==> config.mk <==
export PLATFORM = sky130hd
export DESIGN_NAME = ldq_retire_ctrl
export DESIGN_NICKNAME = d
export VERILOG_FILES = /design/src/rtl/ldq_retire_ctrl_pkg.sv /design/src/rtl/ldq_retire_idx_gen.sv /design/src/rtl/ldq_retire_ctrl.sv
export SDC_FILE = /design/constraint.sdc
export NUM_CORES = 1
export LEC_CHECK = 0
export BUFFER_PORTS_ARGS = -buffer_cell sky130_fd_sc_hd__buf_2
export CAP_MARGIN = 25
export CORE_UTILIZATION = 55
export CTS_BUF_LIST = sky130_fd_sc_hd__clkbuf_8
export CTS_CLUSTER_DIAMETER = 150
export CTS_CLUSTER_SIZE = 20
export DETAILED_ROUTE_END_ITERATION = 8
export GPL_TIMING_DRIVEN = 0
export PLACE_DENSITY = 0.92
export REMOVE_ABC_BUFFERS = 1
export SYNTH_ARGS = -nofsm -noshare
export SYNTH_HDL_FRONTEND = slang
export SYNTH_SLANG_ARGS = --single-unit
==> constraint.sdc <==
create_clock -name clk -period 4 [get_ports clk]
set_clock_uncertainty 0.1 [all_clocks]
set_input_delay 1.2 -clock clk [delete_from_list [all_inputs] [get_ports clk]]
set_output_delay 1.2 -clock clk [all_outputs]
set_load 0.03 [all_outputs]
==> src/rtl/ldq_retire_ctrl_pkg.sv <==
// Shared sizing, FSM encoding and helpers for the LDQ pointer/retire controller.
package ldq_retire_ctrl_pkg;

  localparam int SIZE_LSQ       = 16;
  localparam int SIZE_LSQ_LOG   = 4;
  localparam int DISPATCH_WIDTH = 4;
  localparam int COMMIT_WIDTH   = 4;
  // Width of per-cycle load counts (dispatch group size and commit popcount, 0..4).
  localparam int CNT_W          = 3;

  typedef logic [SIZE_LSQ_LOG-1:0] ldq_ptr_t;
  typedef logic [SIZE_LSQ_LOG:0]   ldq_cnt_t;
  typedef logic [CNT_W-1:0]        ldq_num_t;

  localparam ldq_cnt_t LSQ_DEPTH  = ldq_cnt_t'(SIZE_LSQ);
  localparam ldq_cnt_t DISP_LIMIT = ldq_cnt_t'(DISPATCH_WIDTH);

  typedef enum logic {
    RUN   = 1'b0,
    FLUSH = 1'b1
  } ldq_state_e;

  // Zero-extend a small per-cycle count to occupancy width.
  function automatic ldq_cnt_t widen(input ldq_num_t n);
    return ldq_cnt_t'(n);
  endfunction

endpackage

==> src/rtl/ldq_retire_idx_gen.sv <==
// Expands (head, accepted commit count) into per-slot retire valid/index pairs.
module ldq_retire_idx_gen
  import ldq_retire_ctrl_pkg::*;
(
  input  ldq_ptr_t                                     head,
  input  ldq_num_t                                     num,
  output logic [COMMIT_WIDTH-1:0]                      vld,
  output logic [COMMIT_WIDTH-1:0][SIZE_LSQ_LOG-1:0]    idx
);

  // Slot k frees head+k when k is below the commit count; indices wrap naturally.
  for (genvar k = 0; k < COMMIT_WIDTH; k++) begin : g_slot
    assign vld[k] = (num > CNT_W'(k));
    assign idx[k] = vld[k] ? (head + SIZE_LSQ_LOG'(k)) : '0;
  end

endmodule

==> src/rtl/ldq_retire_ctrl.sv <==
// LDQ head/tail/occupancy controller: dispatch allocation, in-order commit
// freeing with registered retire indices, and recovery flush.
module ldq_retire_ctrl
  import ldq_retire_ctrl_pkg::*;
(
  input  logic                    clk,
  input  logic                    reset,
  input  logic                    dispatchValid_i,
  input  logic [CNT_W-1:0]        cntLdNew_i,
  input  logic                    commitLoad0_i,
  input  logic                    commitLoad1_i,
  input  logic                    commitLoad2_i,
  input  logic                    commitLoad3_i,
  input  logic                    recoverFlag_i,
  output logic [SIZE_LSQ_LOG-1:0] ldqHead_o,
  output logic [SIZE_LSQ_LOG-1:0] ldqTail_o,
  output logic [SIZE_LSQ_LOG:0]   ldqInsts_o,
  output logic                    ldqFull_o,
  output logic                    ldqEmpty_o,
  output logic                    ldqStall_o,
  output logic                    retireValid0_o,
  output logic                    retireValid1_o,
  output logic                    retireValid2_o,
  output logic                    retireValid3_o,
  output logic [SIZE_LSQ_LOG-1:0] retireIdx0_o,
  output logic [SIZE_LSQ_LOG-1:0] retireIdx1_o,
  output logic [SIZE_LSQ_LOG-1:0] retireIdx2_o,
  output logic [SIZE_LSQ_LOG-1:0] retireIdx3_o,
  output logic                    overflowErr_o,
  output logic                    underflowErr_o
);

  ldq_state_e state_q;
  ldq_ptr_t   head_q, tail_q;
  ldq_cnt_t   cnt_q;
  logic       ovf_q, unf_q;
  logic [COMMIT_WIDTH-1:0]                   rv_q;
  logic [COMMIT_WIDTH-1:0][SIZE_LSQ_LOG-1:0] ri_q;

  logic [COMMIT_WIDTH-1:0] commit_vec;
  ldq_num_t   commit_num, commit_acc, disp_acc;
  ldq_cnt_t   free_cnt;
  logic       commit_ok, disp_try, disp_ok, disp_ovf;
  ldq_ptr_t   head_nxt;
  logic [COMMIT_WIDTH-1:0]                   rv_nxt;
  logic [COMMIT_WIDTH-1:0][SIZE_LSQ_LOG-1:0] ri_nxt;

  assign commit_vec = {commitLoad3_i, commitLoad2_i, commitLoad1_i, commitLoad0_i};

  // Free space uses the registered count: same-cycle retirements are not credited.
  assign free_cnt = LSQ_DEPTH - cnt_q;

  // Commit popcount and dispatch/commit acceptance decisions.
  always_comb begin
    commit_num = '0;
    for (int i = 0; i < COMMIT_WIDTH; i++)
      commit_num = commit_num + ldq_num_t'(commit_vec[i]);
    commit_ok  = (widen(commit_num) <= cnt_q);
    commit_acc = commit_ok ? commit_num : '0;
    // A recovering cycle drops the dispatch group silently; FLUSH blocks it too.
    disp_try   = dispatchValid_i && (state_q == RUN) && !recoverFlag_i;
    disp_ok    = disp_try && (widen(cntLdNew_i) <= free_cnt);
    disp_ovf   = disp_try && (widen(cntLdNew_i) >  free_cnt);
    disp_acc   = disp_ok ? cntLdNew_i : '0;
    head_nxt   = head_q + ldq_ptr_t'(commit_acc);
  end

  ldq_retire_idx_gen u_idx_gen (
    .head (head_q),
    .num  (commit_acc),
    .vld  (rv_nxt),
    .idx  (ri_nxt)
  );

  // Recovery FSM: one FLUSH cycle per recoverFlag_i, back to RUN otherwise.
  always_ff @(posedge clk or negedge reset) begin
    if (!reset) state_q <= RUN;
    else        state_q <= recoverFlag_i ? FLUSH : RUN;
  end

  // Pointer, occupancy, retire output and sticky error registers.
  always_ff @(posedge clk or negedge reset) begin
    if (!reset) begin
      head_q <= '0;
      tail_q <= '0;
      cnt_q  <= '0;
      rv_q   <= '0;
      ri_q   <= '0;
      ovf_q  <= 1'b0;
      unf_q  <= 1'b0;
    end else begin
      head_q <= head_nxt;
      rv_q   <= rv_nxt;
      ri_q   <= ri_nxt;
      if (disp_ovf)   ovf_q <= 1'b1;
      if (!commit_ok) unf_q <= 1'b1;
      if (recoverFlag_i) begin
        // Everything younger than the committing loads is squashed.
        tail_q <= head_nxt;
        cnt_q  <= '0;
      end else begin
        tail_q <= tail_q + ldq_ptr_t'(disp_acc);
        cnt_q  <= cnt_q + widen(disp_acc) - widen(commit_acc);
      end
    end
  end

  assign ldqHead_o      = head_q;
  assign ldqTail_o      = tail_q;
  assign ldqInsts_o     = cnt_q;
  assign ldqFull_o      = (free_cnt < DISP_LIMIT);
  assign ldqEmpty_o     = (cnt_q == '0);
  assign ldqStall_o     = ldqFull_o || (state_q == FLUSH);
  assign overflowErr_o  = ovf_q;
  assign underflowErr_o = unf_q;
  assign retireValid0_o = rv_q[0];
  assign retireValid1_o = rv_q[1];
  assign retireValid2_o = rv_q[2];
  assign retireValid3_o = rv_q[3];
  assign retireIdx0_o   = ri_q[0];
  assign retireIdx1_o   = ri_q[1];
  assign retireIdx2_o   = ri_q[2];
  assign retireIdx3_o   = ri_q[3];

endmodule
; ---- Word-level counts from Yosys, hierarchy flattened
; Index checks and enable logic that the tools add are counted.
[classes]
add_sub_neg = 11
n_lt_le_gt_ge = 8
muxes = 9
n_bitwise = 1
reduce_logical = 7
[ops]
columns = operator, n
row1 = $mux W4, 5
row2 = $le A3 B5 Y1, 2
row3 = $add A4 B2 Y4 const B, 2
row4 = $add A4 B3 Y4, 2
row5 = $gt A3 B1 Y1 const B, 2
row6 = $gt A3 B2 Y1 const B, 2
row7 = $mux W3, 2
row8 = $add A5 B3 Y5, 1
row9 = $gt A3 B5 Y1, 1
row10 = $logic_not A5 Y1, 1
row11 = $lt A5 B3 Y1 const B, 1
row12 = $mux W5, 1
row13 = $sub A5 B3 Y5, 1
row14 = $sub A5 B5 Y5 const A, 1
row15 = $add A4 B1 Y4 const B, 1
row16 = $logic_and A1 B1 Y1, 4
row17 = $add A2 B1 Y3, 1
row18 = $add A3 B1 Y3, 1
row19 = $add A1 B1 Y2, 1
row20 = $logic_not A1 Y1, 1
row21 = $logic_or A1 B1 Y1, 1
row22 = $mux W1, 1
row23 = $not A1 Y1, 1
[word_totals]
ff_bits = 36
input_bits = 11
output_inout_bits = 38
word_cells = 47

; ---- Depth between registers and ports, before layout
; Gate-level depths: netlist (run 1).
[depth]
depth_word = 8
mapped_depth = 17
depth_no_buf = 17

; ---- Cells and area by module
; A second synthesis (run 1) with hierarchy kept.
[hier_totals]
cells_unflattened = 182
area_unflattened_um2 = 1998.2
[modules_own_cells]
columns = mod, instances, cells_per_inst, area_per_inst_um2, seq_area_each_um2
row1 = ldq_retire_ctrl, 1, 145, 1765.4, 900.9
row2 = ldq_retire_idx_gen, 1, 37, 232.7, 0.0

; ---- Worst setup path before layout (run 1)
; Ideal clock, no wire load.
[synth_timing]
kind = input to register
start = in commitLoad0_i
end = reg cnt_q[4], in the netlist ldqInsts_o[4]
setup_ns = 0.134
arrival_ns = 4.538
required_time_ns = 3.766
path_slack_ns = -0.772
cell_stages = 17
path_buffers = 1
cell_sequence = fa_1 ha_1 ha_1 ha_1 nor2b_1 o21a_1 o211a_4 buf_2 nor2_1 ha_1 inv_1 ha_1 fa_1 a21o_1 a21oi_1 xnor2_1 nor2_1
[synth_between]
elab_chain_cells = 7
[synth_rtl]
columns = element, line
row1 = "start, declared", ldq_retire_ctrl.sv:10  ; input logic commitLoad0_i,
row2 = $add A1 B1 Y2 (*), ldq_retire_ctrl.sv:57  ; commit_num = commit_num + ldq_num_t'(commit_vec[i]);
row3 = $add A2 B1 Y3 (*), ldq_retire_ctrl.sv:57
row4 = $add A3 B1 Y3 (*), ldq_retire_ctrl.sv:57
row5 = $le A3 B5 Y1, ldq_retire_ctrl.sv:58  ; commit_ok = (widen(commit_num) <= cnt_q);
row6 = $mux W3 (*), ldq_retire_ctrl.sv:59  ; commit_acc = commit_ok ? commit_num : '0;
row7 = $sub A5 B3 Y5 (*), ldq_retire_ctrl.sv:103  ; cnt_q <= cnt_q + widen(disp_acc) - widen(commit_acc);
row8 = $mux W5 (*), ldq_retire_ctrl.sv:97  ; if (recoverFlag_i) begin
row9 = "end signal, assigned", ldq_retire_ctrl.sv:103
row10 = "end, declared", ldq_retire_ctrl.sv:35  ; ldq_cnt_t cnt_q;
; Every way passes the cells marked *; elsewhere a longest branch is shown, timed or not.
; A chain may end at the register's enable or synchronous reset.

; ---- Worst setup path in the final report (run 1)
; Ends and elaborated chain as after synthesis.

==> summary.txt, run 1 <==
Outcome
  • Failing checks: setup timing
  • Status: finished with violations

Synth
  • Synth area leader: dfrtp_1
  • Top-count cell post-synth: dfrtp_1
  • Mapped Area: 0.00202 mm^2
  • Yosys cell types: 29
  • Area fraction of the dominant cell type after synthesis: 44.6%
  • Yosys warning total: 0
  • Post-synth top flop: dfrtp_1
  • Synth top area cells: dfrtp_1, ha_1, fa_1
  • Synth Instances: 188
  • Seq/Total Area, Yosys: 44.6%
  • FF+latch count, synth: 36
  • EDFF count, synth: 0
  • Synth async-reset ratio: 100%
  • Synth top cells by count: dfrtp_1, ha_1, inv_1
  • Syn avg cell area: 10.7 um^2

Worst hold path
  • Hold Path End: underflowErr_o$_DFFE_PN0P_
  • Hold Path Stages: 1
  • Worst hold path class: reg2reg
  • Worst hold start: underflowErr_o$_DFFE_PN0P_

Flow run
  • # Max-Cap Violations: 0

Setup path
  • RR Endpoint: ldqInsts_o[4]$_DFF_PN0_
  • R2R Setup Slk: 230 ps
  • Arrival time worst endpoint: 4450 ps
  • Crit start category: input pin
  • Cells along the critical path: buf_6, fa_1, ha_2, ha_4, ha_4, nor2b_4, o21a_1, o211a_4, nor2b_4, fa_1, inv_2, fa_2, a21o_1, a21oi_2, xnor2_1, nor2_1
  • Crit end category: register
  • WP data required: 4070 ps
  • Crit-path slowest cell: fa_1
  • CP top delay family: adder cells
  • Slowest stage delay, CP: 540 ps
  • Crit Path Max Fanout: 4
  • R2R Path Start: ldqInsts_o[1]$_DFF_PN0_
  • Critical path class: in2reg
  • R2R depth: 16
  • Buf/Inv on CP: 2

CTS
  • CTS root buf: clkbuf_8
  • Maximum clock insertion buffer count: 2
  • Num CTS Buffers: 5
  • Worst-path clk slew: 70 ps
  • CTS tree: yes
  • Htree depth: 2
  • CTS Hold Buffers Added: 0
  • Latest clock arrival within the worst-skew pair: 290 ps
  • CTS sink cnt: 36

Place
  • Final GP Congestion: 0.900
  • Post-Place Cells: 278
  • Dpl ws: -1190 ps
  • DP Area: 0.00229 mm^2
  • DP HPWL: 2900 um
  • Port Buffers: 48

Final layout
  • Diodes inserted: 0
  • Share of cells above drive strength 1: 37.9%
  • Finished Cell Area: 0.00265 mm^2
  • Synthesis-to-layout area growth: 31.0%
  • # nets final: 295
  • Final core utilization: 77.5%
  • Fin cells: 299

STA
  • Final Max Tran Viols: 0
  • Final min period: 4380 ps
  • Period utilisation layout: 109%
  • Least-Margin Pin Slew: 773 ps
  • Slew HR: 48.4%
  • Final hold slack: 373 ps
  • Min setup slack post-route: -378 ps
  • FMAX: 0.228 GHz
  • Setup_tns: -1440 ps
  • RSZ-0062 raised after global routing: true
  • Final setup vio count: 6
  • Fin. Hold Viols: 0

Pwr
  • Leakage Power: 1.38 nW
  • P per Cell Area: 981 mW/mm^2
  • Max rail drop VDD: 564 uV
  • Power Total: 2.60 mW

Die
  • Initial Util: 59.1%
  • Core area: 0.00342 mm^2
  • Io pins: 49
  • FP Rows: 21
  • Die Area: 0.00392 mm^2
  • Chip Height: 62.6 um
  • Die X: 62.6 um

GRT
  • Initial antenna violation count: 0
  • GRT Residual Overflow: 0
  • First-pass GRT wire length: 7470 um
  • Largest net degree at the start of global routing: 37
  • GRT Total Usage: 25.5%
  • Number of global-route vias before repair: 1589

Detailed routing
  • Residual DRC: 0
  • Drt pass-1 iters: 4
  • ANT nets after route: 0
  • Routed Wire Length: 4440 um
  • Vias: 1575
  • Drt via density: 5.27
  • WL/cell: 14.9 um
  • Iter 0 DRT Violations: 71
## how the worst max path moves through the flow
stage	from	endpoint	slack (ps)	cells past startpoint
6_report	commitLoad0_i	ldqInsts_o[4]$_DFF_PN0_	-380	16
5_1_grt	commitLoad0_i	ldqInsts_o[4]$_DFF_PN0_	-480	15
4_1_cts	commitLoad3_i	ldqInsts_o[4]$_DFF_PN0_	-450	16
3_5_place_dp	commitLoad0_i	ldqInsts_o[4]$_DFF_PN0_	-1190	16
3_3_place_gp	commitLoad0_i	ldqInsts_o[4]$_DFF_PN0_	-1130	16
2_1_floorplan	commitLoad0_i	ldqInsts_o[4]$_DFF_PN0_	-810	15
## cell families (layout without fill, tap and decap cells)
logic type,after synthesis,in the layout,synth area share (%)
simple gates,58,58,14.3
xor+xnor,13,13,5.64
mux,3,3,1.61
fa+ha+maj,32,32,22.1
buf+inv,26,90,5.27
compound gates,20,21,6.57
flops,36,36,44.6
## registers in the layout (all words and copies together), names as in the netlist
name	cells
ldqHead_o	4
overflowErr_o	1
ldqTail_o	4
retireIdx1_o	4
state_q	1
ldqInsts_o	5
retireIdx0_o	4
underflowErr_o	1
retireIdx3_o	4
rv_q	4
retireIdx2_o	4
## report_power, final
part / leakage [nW] / internal (mW) / switching [mW]
logic: 0.884 / 0.737 / 0.978
clock network: 0.0479 / 0.121 / 0.136
registers: 0.452 / 0.509 / 0.115
total: 1.38 / 1.37 / 1.23
## worst register-to-register path, cell delays in order, from the launching register on
cell	delay, ps
dfrtp_1	440
inv_1	200
ha_1	210
nand2b_1	140
nand2_1	80
ha_1	310
a21oi_1	120
o21ai_0	90
nand4_1	220
nand3_1	220
fa_1	600
inv_2	60
fa_2	340
a21o_1	200
a21oi_2	140
xnor2_1	120
nor2_1	60
## what timing repair did
action                     in CTS  in global routing
gates resized for setup        23                  8
setup buffers                  10                  2
pin swaps                      19                 21
setup endpoints to repair      11                 10
cloned                          1                  0
## layout by cell type (no fill, tap or decap), types with 3 or more instances in the layout
cell and n:
nand3_1 4, nand2_1 11, a21oi_1 5, nor2_1 16
ha_1 18, nor3b_1 3, a21oi_2 3, a21o_1 4
clkbuf_8 5, nor2b_4 3, ha_4 5, fa_1 4
ha_2 3, and3_1 3, buf_4 8, inv_1 20
dfrtp_1 36, buf_6 6, xnor2_1 8, nor3_1 8
xor2_1 3, o21ai_0 3, buf_2 46
## final cells by class
| class | instances | area, um^2 |
|---|---|---|
| clock inverters | 3 | 18.8 |
| flip-flops and latches | 36 | 901 |
| inverters | 22 | 82.6 |
| well taps | 46 | 57.6 |
| clock buffers | 5 | 68.8 |
| multi-input cells | 127 | 1160 |
| fillers | 214 | 769 |
| repair buffers | 60 | 358 |
## layer usage
layer	part of all wire (%)	wire length (um)	GRT usage, %
met1	40	1780	30.4
met2	53	2350	43.6
met3	4.5	200	5.66
met4	2.7	119	12.2
met5	0	0	0
No activity file was read; power rests on OpenSTA's default activity.
==> inputs of run 2 (changes only) <==
CTS_BUF_LIST = sky130_fd_sc_hd__clkbuf_4 sky130_fd_sc_hd__clkbuf_8   (was sky130_fd_sc_hd__clkbuf_8)
==> run 2 against run 1 <==
Against the previous run:
- the flow still finishes with violations (setup timing)
- setup slack improved by 60 ps
- register-to-register slack about the same
- cell area decreased by 0.33%
- critical path depth unchanged
- first-iteration DRC count increased by 13%
- combinational power increased by 4%
- non-clock buffer count increased by 3
- via count increased by 3.0%
- sequential share of layout area increased by 0.11 points
- maximum frequency increased by 1.4%
- sequential power about the same
- flip-flop and latch count unchanged
- critical path type unchanged
- critical endpoint unchanged
- largest cell class unchanged
==> summary.txt, run 2 (synthesized netlist as in run 1, its figures left out) <==
STA
  • Final min period: 4320 ps
  • Final hold slack: 384 ps
  • Min setup slack post-route: -318 ps
  • Least-Margin Pin Slew: 782 ps
  • Slew HR: 47.9%
  • Period utilisation layout: 108%
  • FMAX: 0.232 GHz
  • RSZ-0062 raised after global routing: true
  • Final Max Tran Viols: 0
  • Final setup vio count: 5
  • Fin. Hold Viols: 0

Detailed routing
  • Drt pass-1 iters: 4
  • Vias: 1623
  • WL/cell: 15.7 um
  • Routed Wire Length: 4740 um
  • Iter 0 DRT Violations: 80
  • Residual DRC: 0
  • ANT nets after route: 0
  • Drt via density: 5.37

Worst hold path
  • Worst hold path class: reg2reg
  • Hold Path Stages: 1

Final layout
  • Synthesis-to-layout area growth: 30.6%
  • Commonest cells after routing, fill and taps aside: buf_2, dfrtp_1, ha_1
  • # nets final: 298
  • Fillers: 211
  • Fin cells: 302
  • Max reg flops: 5
  • Share of cells above drive strength 1: 39.5%
  • Commonest non-fill, non-tap cell in the layout: buf_2
  • Diodes inserted: 0

Pwr
  • Clock power share: 7.6%
  • Sequential share of power: 24.0%
  • Combinational share of power: 68.4%
  • P per Cell Area: 988 mW/mm^2
  • Switching Fraction: 48.4%
  • Max rail drop VDD: 537 uV
  • Leakage Power: 1.39 nW
  • Internal: 1.34 mW
  • Sw power: 1.26 mW

GRT
  • Largest net degree at the start of global routing: 37
  • GRT Residual Overflow: 0
  • Initial antenna violation count: 0
  • GRT Total Usage: 26.8%
  • First-pass GRT wire length: 7740 um
  • Number of global-route vias before repair: 1655

Place
  • Final GP Congestion: 0.900
  • DP HPWL: 2900 um
  • Dpl ws: -1190 ps
  • Post-Place Cells: 278
  • Port Buffers: 48

Setup path
  • Slowest stage delay, CP: 550 ps
  • WP data required: 4130 ps
  • Crit start category: input pin
  • Critical Path Stages: 16
  • Crit end category: register
  • Buf/Inv on CP: 2
  • Critical path class: in2reg
  • CP top delay family: adder cells
  • Cells along the critical path: buf_6, fa_1, ha_2, ha_4, ha_4, nor2b_4, o21a_1, o211a_4, nor2b_4, fa_1, inv_2, fa_2, a21o_1, a21oi_2, xnor2_1, nor2_1
  • Crit Path Max Fanout: 4
  • R2R Setup Slk: 220 ps
  • R2R depth: 16
  • Arrival time worst endpoint: 4450 ps
  • Crit-path slowest cell: fa_1

CTS
  • Num CTS Buffers: 5
  • Maximum clock insertion buffer count: 2
  • Worst-path clk slew: 110 ps
  • Latest clock arrival within the worst-skew pair: 350 ps
  • CTS Hold Buffers Added: 0
  • CTS root buf: clkbuf_4
  • CTS tree: yes
  • CTS sink cnt: 36
  • Htree depth: 2

Die
  • Core area: 0.00342 mm^2
  • Die X: 62.6 um
  • FP Rows: 21
  • Initial Util: 59.1%
  • Io pins: 49
  • Chip Height: 62.6 um
  • Die Area: 0.00392 mm^2

Outcome
  • Status: finished with violations
  • Failing checks: setup timing

Flow run
  • # Max-Cap Violations: 0
run 2: path summary, 6_finish.rpt:
kind,start,endpoint
setup / recovery,commitLoad0_i,ldqInsts_o[4]$_DFF_PN0_
min in group asynchronous,reset,rv_q[3]$_DFF_PN0_
hold reg to reg,underflowErr_o$_DFFE_PN0P_,underflowErr_o$_DFFE_PN0P_
setup reg to reg,ldqInsts_o[1]$_DFF_PN0_,ldqInsts_o[4]$_DFF_PN0_
max in group asynchronous,reset,ldqInsts_o[0]$_DFF_PN0_
hold / removal,underflowErr_o$_DFFE_PN0P_,underflowErr_o$_DFFE_PN0P_
run 2: stage by stage:
stage	util (%)	setup TNS (ps)	area (um^2)	power, mW
global placement	67.1	-7120	2290	1.94
floorplan	-	-3750	2000	1.65
detailed placement	67.1	-7770	2290	2.00
finish	77.2	-1300	2640	2.61
CTS	74.4	-1350	2540	2.43
global route	77.2	-1710	2640	2.79
run 2: timing repair:
item	4_1_cts	5_1_grt
setup endpoints to repair	10	10
gates resized for setup	21	16
cloned	1	0
setup buffers	10	6
pin swaps	19	18
run 2: final cells by class:
type,instances,area (um^2),share of cell area [%]
clock inverters,3,18.8,0.712
inverters,22,82.6,3.13
well taps,46,57.6,2.18
flip-flops and latches,36,901,34.2
repair buffers,63,388,14.7
multi-input cells,127,1150,43.7
clock buffers,5,37.5,1.42
run 2: metal layers:
metal	part of all wire (%)	vias to the layer above	wire length (um)	track usage [%]
li1	-	755	-	-
met1	36	771	1720	29.7
met2	54	81	2560	48.4
met3	6.4	16	302	6.20
met4	3.3	0	157	12.2
met5	0	-	0	0
run 2: worst register-to-register path, cell delays in order (launching register included):
cell and delay, ps:
dfrtp_1 460, inv_1 200, ha_1 210, nand2b_1 160
nand2_1 90, ha_1 310, a21oi_1 120, o21ai_0 90
nand4_1 210, nand3_1 210, fa_1 600, inv_2 50
fa_2 330, a21o_1 190, a21oi_2 140, xnor2_1 130
nor2_1 60
run 2: power by group through the flow:
stage	Sequential, mW	Clock, mW	Combinational [mW]
final	0.625	0.198	1.78
after global routing	0.642	0.225	1.92
after CTS	0.619	0.199	1.62
after detailed placement	0.627	0	1.37
after global placement	0.620	0	1.32
after floorplan	0.890	0	0.755
